`config.mk`:
```
export PLATFORM = sky130hd
export DESIGN_NAME = alu_iter_nbit
export DESIGN_NICKNAME = d
export VERILOG_FILES = /design/src/rtl/alu_iter_nbit.sv
export SDC_FILE = /design/constraint.sdc
export NUM_CORES = 1
export LEC_CHECK = 0
export ABC_AREA = 1
export CAP_MARGIN = 25
export CORE_MARGIN = 2
export CORE_UTILIZATION = 45
export CTS_BUF_LIST = sky130_fd_sc_hd__clkbuf_8
export CTS_CLUSTER_SIZE = 28
export DETAILED_ROUTE_END_ITERATION = 7
export GPL_TIMING_DRIVEN = 0
export PLACE_DENSITY = 0.7
export RECOVER_POWER = 100
export SKIP_CTS_REPAIR_TIMING = 1
export SLEW_MARGIN = 20
export SYNTH_ARGS = -nofsm -noshare
export SYNTH_HDL_FRONTEND = slang
export SYNTH_SLANG_ARGS = --single-unit
```
`constraint.sdc`:
```
create_clock -name clk -period 4.2 [get_ports clk]
set_input_delay 1.05 -clock clk [delete_from_list [all_inputs] [get_ports clk]]
set_output_delay 1.05 -clock clk [all_outputs]
set_load 0.02 [all_outputs]
```
`src/rtl/alu_iter_nbit.sv`:
```
// alu_iter_nbit: iterative N-bit ALU (add, sub, unsigned compare, AND), SLICE bits per clock, LSB first.
// Ports:
//   clk, rst_n          rising-edge clock, asynchronous active-low reset
//   start               request, accepted only in IDLE; M1/M0, A, B, Cin are latched with it
//   busy                high while slices are processed
//   done                one-cycle pulse when F/Cout/N(/V) are updated
//   F, Cout, N          result, carry-out (add/sub) or A>B (compare), MSB of F or A<B (compare)
//   V                   signed overflow, only when ALU_OVF_EN is defined
module alu_iter_nbit #(
    parameter int WIDTH = 8,
    parameter int SLICE = 1
) (
    input  logic             clk,
    input  logic             rst_n,
    input  logic             start,
    input  logic             M0,
    input  logic             M1,
    input  logic [WIDTH-1:0] A,
    input  logic [WIDTH-1:0] B,
    input  logic             Cin,
    output logic             busy,
    output logic             done,
    output logic [WIDTH-1:0] F,
    output logic             Cout,
    output logic             N
`ifdef ALU_OVF_EN
    ,
    output logic             V
`endif
);
    localparam int K  = WIDTH / SLICE;
    localparam int IW = $clog2(K + 1);
    typedef enum logic [1:0] {IDLE, RUN, DONE} state_t;
    state_t state_q, state_d;
    logic [WIDTH-1:0] a_q, a_d, b_q, b_d, acc_q, acc_d, f_q, f_d, acc_n;
    logic [1:0] mode_q, mode_d;
    logic [IW-1:0] idx_q, idx_d;
    logic carry_q, carry_d, eq_q, eq_d, gt_q, gt_d, lt_q, lt_d;
    logic cout_q, cout_d, n_q, n_d, busy_q, busy_d, done_q, done_d;
    logic [SLICE-1:0] a_s, b_s, b_x, res;
    logic [SLICE:0] sum;
    logic eq_n, gt_n, lt_n, last;
`ifdef ALU_OVF_EN
    logic v_q, v_d;
`endif
    always_comb begin
        state_d = state_q;
        a_d     = a_q;
        b_d     = b_q;
        acc_d   = acc_q;
        mode_d  = mode_q;
        idx_d   = idx_q;
        carry_d = carry_q;
        eq_d    = eq_q;
        gt_d    = gt_q;
        lt_d    = lt_q;
        f_d     = f_q;
        cout_d  = cout_q;
        n_d     = n_q;
`ifdef ALU_OVF_EN
        v_d     = v_q;
`endif
        a_s  = a_q[SLICE-1:0];
        b_s  = b_q[SLICE-1:0];
        // subtract is add of the inverted operand with the carry seeded to 1
        b_x  = mode_q[0] ? ~b_s : b_s;
        sum  = {1'b0, a_s} + {1'b0, b_x} + {{SLICE{1'b0}}, carry_q};
        res  = (mode_q == 2'b11) ? (a_s & b_s) : sum[SLICE-1:0];
        // result bits enter at the top so after K slices the LSB slice is at bit 0
        acc_n = (acc_q >> SLICE) | (WIDTH'(res) << (WIDTH - SLICE));
        // a later (more significant) differing slice overrides gt/lt
        eq_n = eq_q & (a_s == b_s);
        gt_n = (a_s != b_s) ? (a_s > b_s) : gt_q;
        lt_n = (a_s != b_s) ? (a_s < b_s) : lt_q;
        last = idx_q == IW'(K - 1);
        case (state_q)
            IDLE: if (start) begin
                state_d = RUN;
                a_d     = A;
                b_d     = B;
                mode_d  = {M1, M0};
                carry_d = M1 ? 1'b0 : (M0 ? 1'b1 : Cin);
                idx_d   = '0;
                acc_d   = '0;
                eq_d    = 1'b1;
                gt_d    = 1'b0;
                lt_d    = 1'b0;
            end
            RUN: begin
                a_d     = a_q >> SLICE;
                b_d     = b_q >> SLICE;
                acc_d   = acc_n;
                carry_d = sum[SLICE];
                eq_d    = eq_n;
                gt_d    = gt_n;
                lt_d    = lt_n;
                idx_d   = idx_q + 1'b1;
                if (last) begin
                    state_d = DONE;
                    f_d     = (mode_q == 2'b10) ? WIDTH'(eq_n) : acc_n;
                    cout_d  = (mode_q == 2'b10) ? gt_n : (mode_q == 2'b11) ? 1'b0 : sum[SLICE];
                    n_d     = (mode_q == 2'b10) ? lt_n : acc_n[WIDTH-1];
`ifdef ALU_OVF_EN
                    // carry into the MSB recovered from the MSB sum bit and its operands
                    v_d     = mode_q[1] ? 1'b0 :
                              (sum[SLICE-1] ^ a_s[SLICE-1] ^ b_x[SLICE-1]) ^ sum[SLICE];
`endif
                end
            end
            DONE:    state_d = IDLE;
            default: state_d = IDLE;
        endcase
        busy_d = state_d == RUN;
        done_d = state_d == DONE;
    end
    always_ff @(posedge clk or negedge rst_n) begin
        if (!rst_n) begin
            state_q <= IDLE;
            a_q     <= '0;
            b_q     <= '0;
            acc_q   <= '0;
            mode_q  <= '0;
            idx_q   <= '0;
            carry_q <= 1'b0;
            eq_q    <= 1'b0;
            gt_q    <= 1'b0;
            lt_q    <= 1'b0;
            f_q     <= '0;
            cout_q  <= 1'b0;
            n_q     <= 1'b0;
            busy_q  <= 1'b0;
            done_q  <= 1'b0;
`ifdef ALU_OVF_EN
            v_q     <= 1'b0;
`endif
        end else begin
            state_q <= state_d;
            a_q     <= a_d;
            b_q     <= b_d;
            acc_q   <= acc_d;
            mode_q  <= mode_d;
            idx_q   <= idx_d;
            carry_q <= carry_d;
            eq_q    <= eq_d;
            gt_q    <= gt_d;
            lt_q    <= lt_d;
            f_q     <= f_d;
            cout_q  <= cout_d;
            n_q     <= n_d;
            busy_q  <= busy_d;
            done_q  <= done_d;
`ifdef ALU_OVF_EN
            v_q     <= v_d;
`endif
        end
    end
    assign busy = busy_q;
    assign done = done_q;
    assign F    = f_q;
    assign Cout = cout_q;
    assign N    = n_q;
`ifdef ALU_OVF_EN
    assign V    = v_q;
`endif
endmodule

```
==> metrics.txt <==
# TYPE chip_impl_metric gauge
chip_impl_metric{name="hold_ws",unit="ns"} 0.4770
chip_impl_metric{name="die_area",unit="mm²"} 0.005163
chip_impl_metric{name="final_nets",unit=""} 304
chip_impl_metric{name="power_density",unit="mW/mm²"} 752.0
chip_impl_info{name="worst_hold_path_class",value="flip-flop to flip-flop"} 1
chip_impl_info{name="root_buffer",value="clkbuf_8"} 1
chip_impl_metric{name="drv_slew",unit=""} 0
chip_impl_metric{name="seq_area",unit="mm²"} 0.001176
chip_impl_metric{name="synthesis.instances",unit=""} 237
chip_impl_metric{name="max-cap-violations",unit=""} 0
chip_impl_metric{name="peakVddDrop",unit="µV"} 299.4
chip_impl_metric{name="synth_compound_area_frac",unit=""} 0.04529
chip_impl_info{name="run_status",value="complete, no violations"} 1
chip_impl_metric{name="dieHeight",unit="µm"} 71.86
chip_impl_info{name="critical_path_cell_by_cell",value="dlygate4sd3_1, nand2_1, nand2_1, clkinvlp_2, clkbuf_1, nand2_1, nand2_1"} 1
chip_impl_metric{name="multi_input_comb_area",unit="µm²"} 743.2
chip_impl_metric{name="yosys_register_bits",unit=""} 47
chip_impl_metric{name="critical_path_data_required_time",unit="ns"} 4.39
chip_impl_info{name="most-common-layout-cells",value="nand2_1 (115), dfrtp_1 (47), nand3_1 (22)"} 1
chip_impl_metric{name="setup-violations-final",unit=""} 0
chip_impl_metric{name="final_period_minus_worst_setup_slack",unit="ns"} 2.626
chip_impl_metric{name="overflow",unit=""} 0
chip_impl_metric{name="grt_use_met3",unit=""} 0.03797
chip_impl_metric{name="ioPinCount",unit=""} 34
chip_impl_metric{name="groute.layer.met2.usage",unit=""} 0.2994
chip_impl_info{name="cts_tree",value="done"} 1
chip_impl_metric{name="synth_fp_nets",unit=""} 263
chip_impl_metric{name="first_pass_iters",unit=""} 4
chip_impl_metric{name="cts.sink_count",unit=""} 47
chip_impl_info{name="critPathKind",value="input port to flip-flop"} 1
chip_impl_metric{name="synth_warn",unit=""} 0
chip_impl_metric{name="routabilityCongestion",unit=""} 0.7931
chip_impl_info{name="crit_top_cell",value="nand2_1"} 1
chip_impl_metric{name="final_skew",unit="ns"} 0.01252
chip_impl_metric{name="postRouteAntennaNets",unit=""} 0
chip_impl_info{name="rsz_0062_raised_after_global_routing",value="false"} 1
chip_impl_metric{name="worst_path_max_fanout",unit=""} 10
chip_impl_metric{name="mean_routed_wirelength_per_cell",unit="µm"} 12.15
chip_impl_metric{name="ctsLongestPathBuffers",unit=""} 2
chip_impl_metric{name="num_rows",unit=""} 24
chip_impl_metric{name="drt_iter0_markers",unit=""} 106
chip_impl_metric{name="cts-buffers-inserted",unit=""} 5
chip_impl_info{name="type_of_destination_of_the_critical_path",value="flip-flop"} 1
chip_impl_metric{name="finalWirelength",unit="µm"} 4022
chip_impl_metric{name="clk_pin_slew_worst_paths",unit="ns"} 0.09
chip_impl_metric{name="syn-cell-area",unit="mm²"} 0.002072
chip_impl_metric{name="ys_types",unit=""} 21
chip_impl_metric{name="place_hpwl",unit="µm"} 2897
chip_impl_metric{name="nFillCells",unit=""} 410
chip_impl_metric{name="worst-endpoint-arrival",unit="ns"} 2.81
chip_impl_metric{name="worstMarginPinSlew",unit="ns"} 1.416
chip_impl_metric{name="synth.avg_cell_area",unit="µm²"} 8.743
chip_impl_metric{name="setup_tns",unit="ns"} 0
chip_impl_metric{name="starting_density_of_the_core",unit=""} 0.4726
chip_impl_metric{name="cts.htree.levels",unit=""} 2
chip_impl_metric{name="routed_via_density",unit=""} 4.855
chip_impl_metric{name="share_of_post_route_cells_with_drive_strength_above_1",unit=""} 0.06093
chip_impl_metric{name="num_vias",unit=""} 1607
chip_impl_metric{name="port_buffers",unit=""} 33
chip_impl_metric{name="p_leak",unit="nW"} 1.310
chip_impl_metric{name="clock_insertion_delay_worst_skew",unit="ns"} 0.30
chip_impl_metric{name="final_hold_viol_count",unit=""} 0
chip_impl_info{name="mostFrequentLayoutCell",value="nand2_1"} 1
chip_impl_info{name="cp_slowest_cell",value="dlygate4sd3_1"} 1
chip_impl_metric{name="synth-xor-area-share",unit=""} 0.004227
chip_impl_info{name="busiest_layer",value="met2"} 1
chip_impl_metric{name="diodes",unit=""} 0
chip_impl_metric{name="grt_pass1_vias",unit=""} 1619
chip_impl_metric{name="placeableCoreArea",unit="mm²"} 0.004384
chip_impl_metric{name="slew-limit-headroom",unit=""} 0.05609
chip_impl_info{name="setup.worst_path.start_class",value="input port"} 1
chip_impl_metric{name="synth_adder_area_share",unit=""} 0.02778
chip_impl_metric{name="synth_simple_gate_area_frac",unit=""} 0.2886
chip_impl_metric{name="layout_worst_path_cycle_share",unit=""} 0.6252
chip_impl_metric{name="sequential_to_total_area_share_from_yosys_stat",unit=""} 0.5676
chip_impl_metric{name="drc_errors",unit=""} 0
chip_impl_info{name="synth_top_family_by_area",value="simple AND/OR/NAND/NOR gates"} 1
chip_impl_metric{name="antenna_found_initial",unit=""} 0
chip_impl_metric{name="synth_mux_area_frac",unit=""} 0
chip_impl_metric{name="area.growth.synth_to_final",unit="%"} 24.64
chip_impl_metric{name="globalRouteMet1Util",unit=""} 0.2331
chip_impl_metric{name="ff2ff_setup_slack",unit="ns"} 2.41
chip_impl_metric{name="grt_util_all_layers",unit=""} 0.1799
chip_impl_metric{name="cpPeakStageDelay",unit="ns"} 0.55
chip_impl_metric{name="max_freq",unit="MHz"} 380.8
chip_impl_metric{name="wire_length_of_the_first_global_routing_pass",unit="µm"} 7120
chip_impl_metric{name="die_w",unit="µm"} 71.86
chip_impl_metric{name="grt_max_degree",unit=""} 25
-- per-layer routing --
layer,part of all wire,vias to the layer above
met2,0.46,30
li1,-,827
met4,0.014,0
met5,0,-
met1,0.48,745
met3,0.038,5
-- synth_stat cells --
cell,n,area [µm²]
inv_2,1,3.750
inv_1,13,48.80
inv_4,1,6.260
nor2_4,1,11.26
buf_6,5,56.30
nand2_2,3,18.77
buf_8,1,15.01
o21ai_0,9,45.04
o21ai_1,5,25.02
nand2_1,113,424.2
nand3_1,22,110.1
a21oi_2,1,8.760
ha_1,3,37.54
nor2_2,2,12.51
nand4_1,1,6.260
dfrtp_1,47,1176
nor2_1,4,15.01
fa_1,1,20.02
buf_4,1,7.510
o211ai_1,2,15.01
xor2_1,1,8.760
-- cells by family after synthesis --
logic type      after synthesis
compound gates               17
xor+xnor                      1
fa+ha+maj                     4
buf+inv                      22
flops                        47
simple gates                146
-- layout make-up --
type / instances / area share
Sequential cell: 47 / 0.4554
Clock inverter: 3 / 0.02616
Inverter: 15 / 0.02229
Tap cell: 52 / 0.02519
Clock buffer: 5 / 0.02665
Buffer: 7 / 0.02035
Multi-Input combinational cell: 168 / 0.2878
Timing Repair Buffer: 34 / 0.1361
-- worst paths after layout --
path | depth (start not counted) | endpoint | from
max | 7 | a_q[7] | start
min | 2 | acc_q[4] | acc_q[4]
max reg2reg | 7 | a_q[7] | state_q[1]
min reg2reg | 2 | acc_q[4] | acc_q[4]
max in group asynchronous | 1 | b_q[5] | rst_n
min in group asynchronous | 1 | mode_q[1] | rst_n
-- stage by stage --
stage | std cells | area, µm² | worst slack [ns] | utilization | power, mW
6_report | 331 | 2582 | 1.574 | 0.5890 | 1.942
3_5_place_dp | 323 | 2490 | 1.857 | 0.5679 | 1.620
5_1_grt | 331 | 2582 | 1.360 | 0.5890 | 2.108
3_3_place_gp | 322 | 2467 | 0.7584 | 0.5628 | 1.596
4_1_cts | 331 | 2626 | 1.863 | 0.5990 | 2.016
2_1_floorplan | 237 | 2072 | 2.505 | - | 1.342
-- power by group --
group          switching [mW]  total (mW)  internal [mW]  leakage (nW)
clock network           0.153       0.391          0.237        0.0644
registers               0.113       0.755          0.641         0.606
logic                   0.477       0.797          0.320         0.640
-- registers in the layout, summed over array words and instances, names as in the netlist, 2 cells and up --
signal / flops
state_q: 2
acc_q: 7
b_q: 8
mode_q: 2
a_q: 8
F: 8
idx_q: 4
-- critical path, delay by kind of cell --
family / cells / cell delay (ns)
buffers and inverters: 3 / 1.28
and+or+nand+nor: 4 / 0.49
No activity file was read; power rests on OpenSTA's default activity.
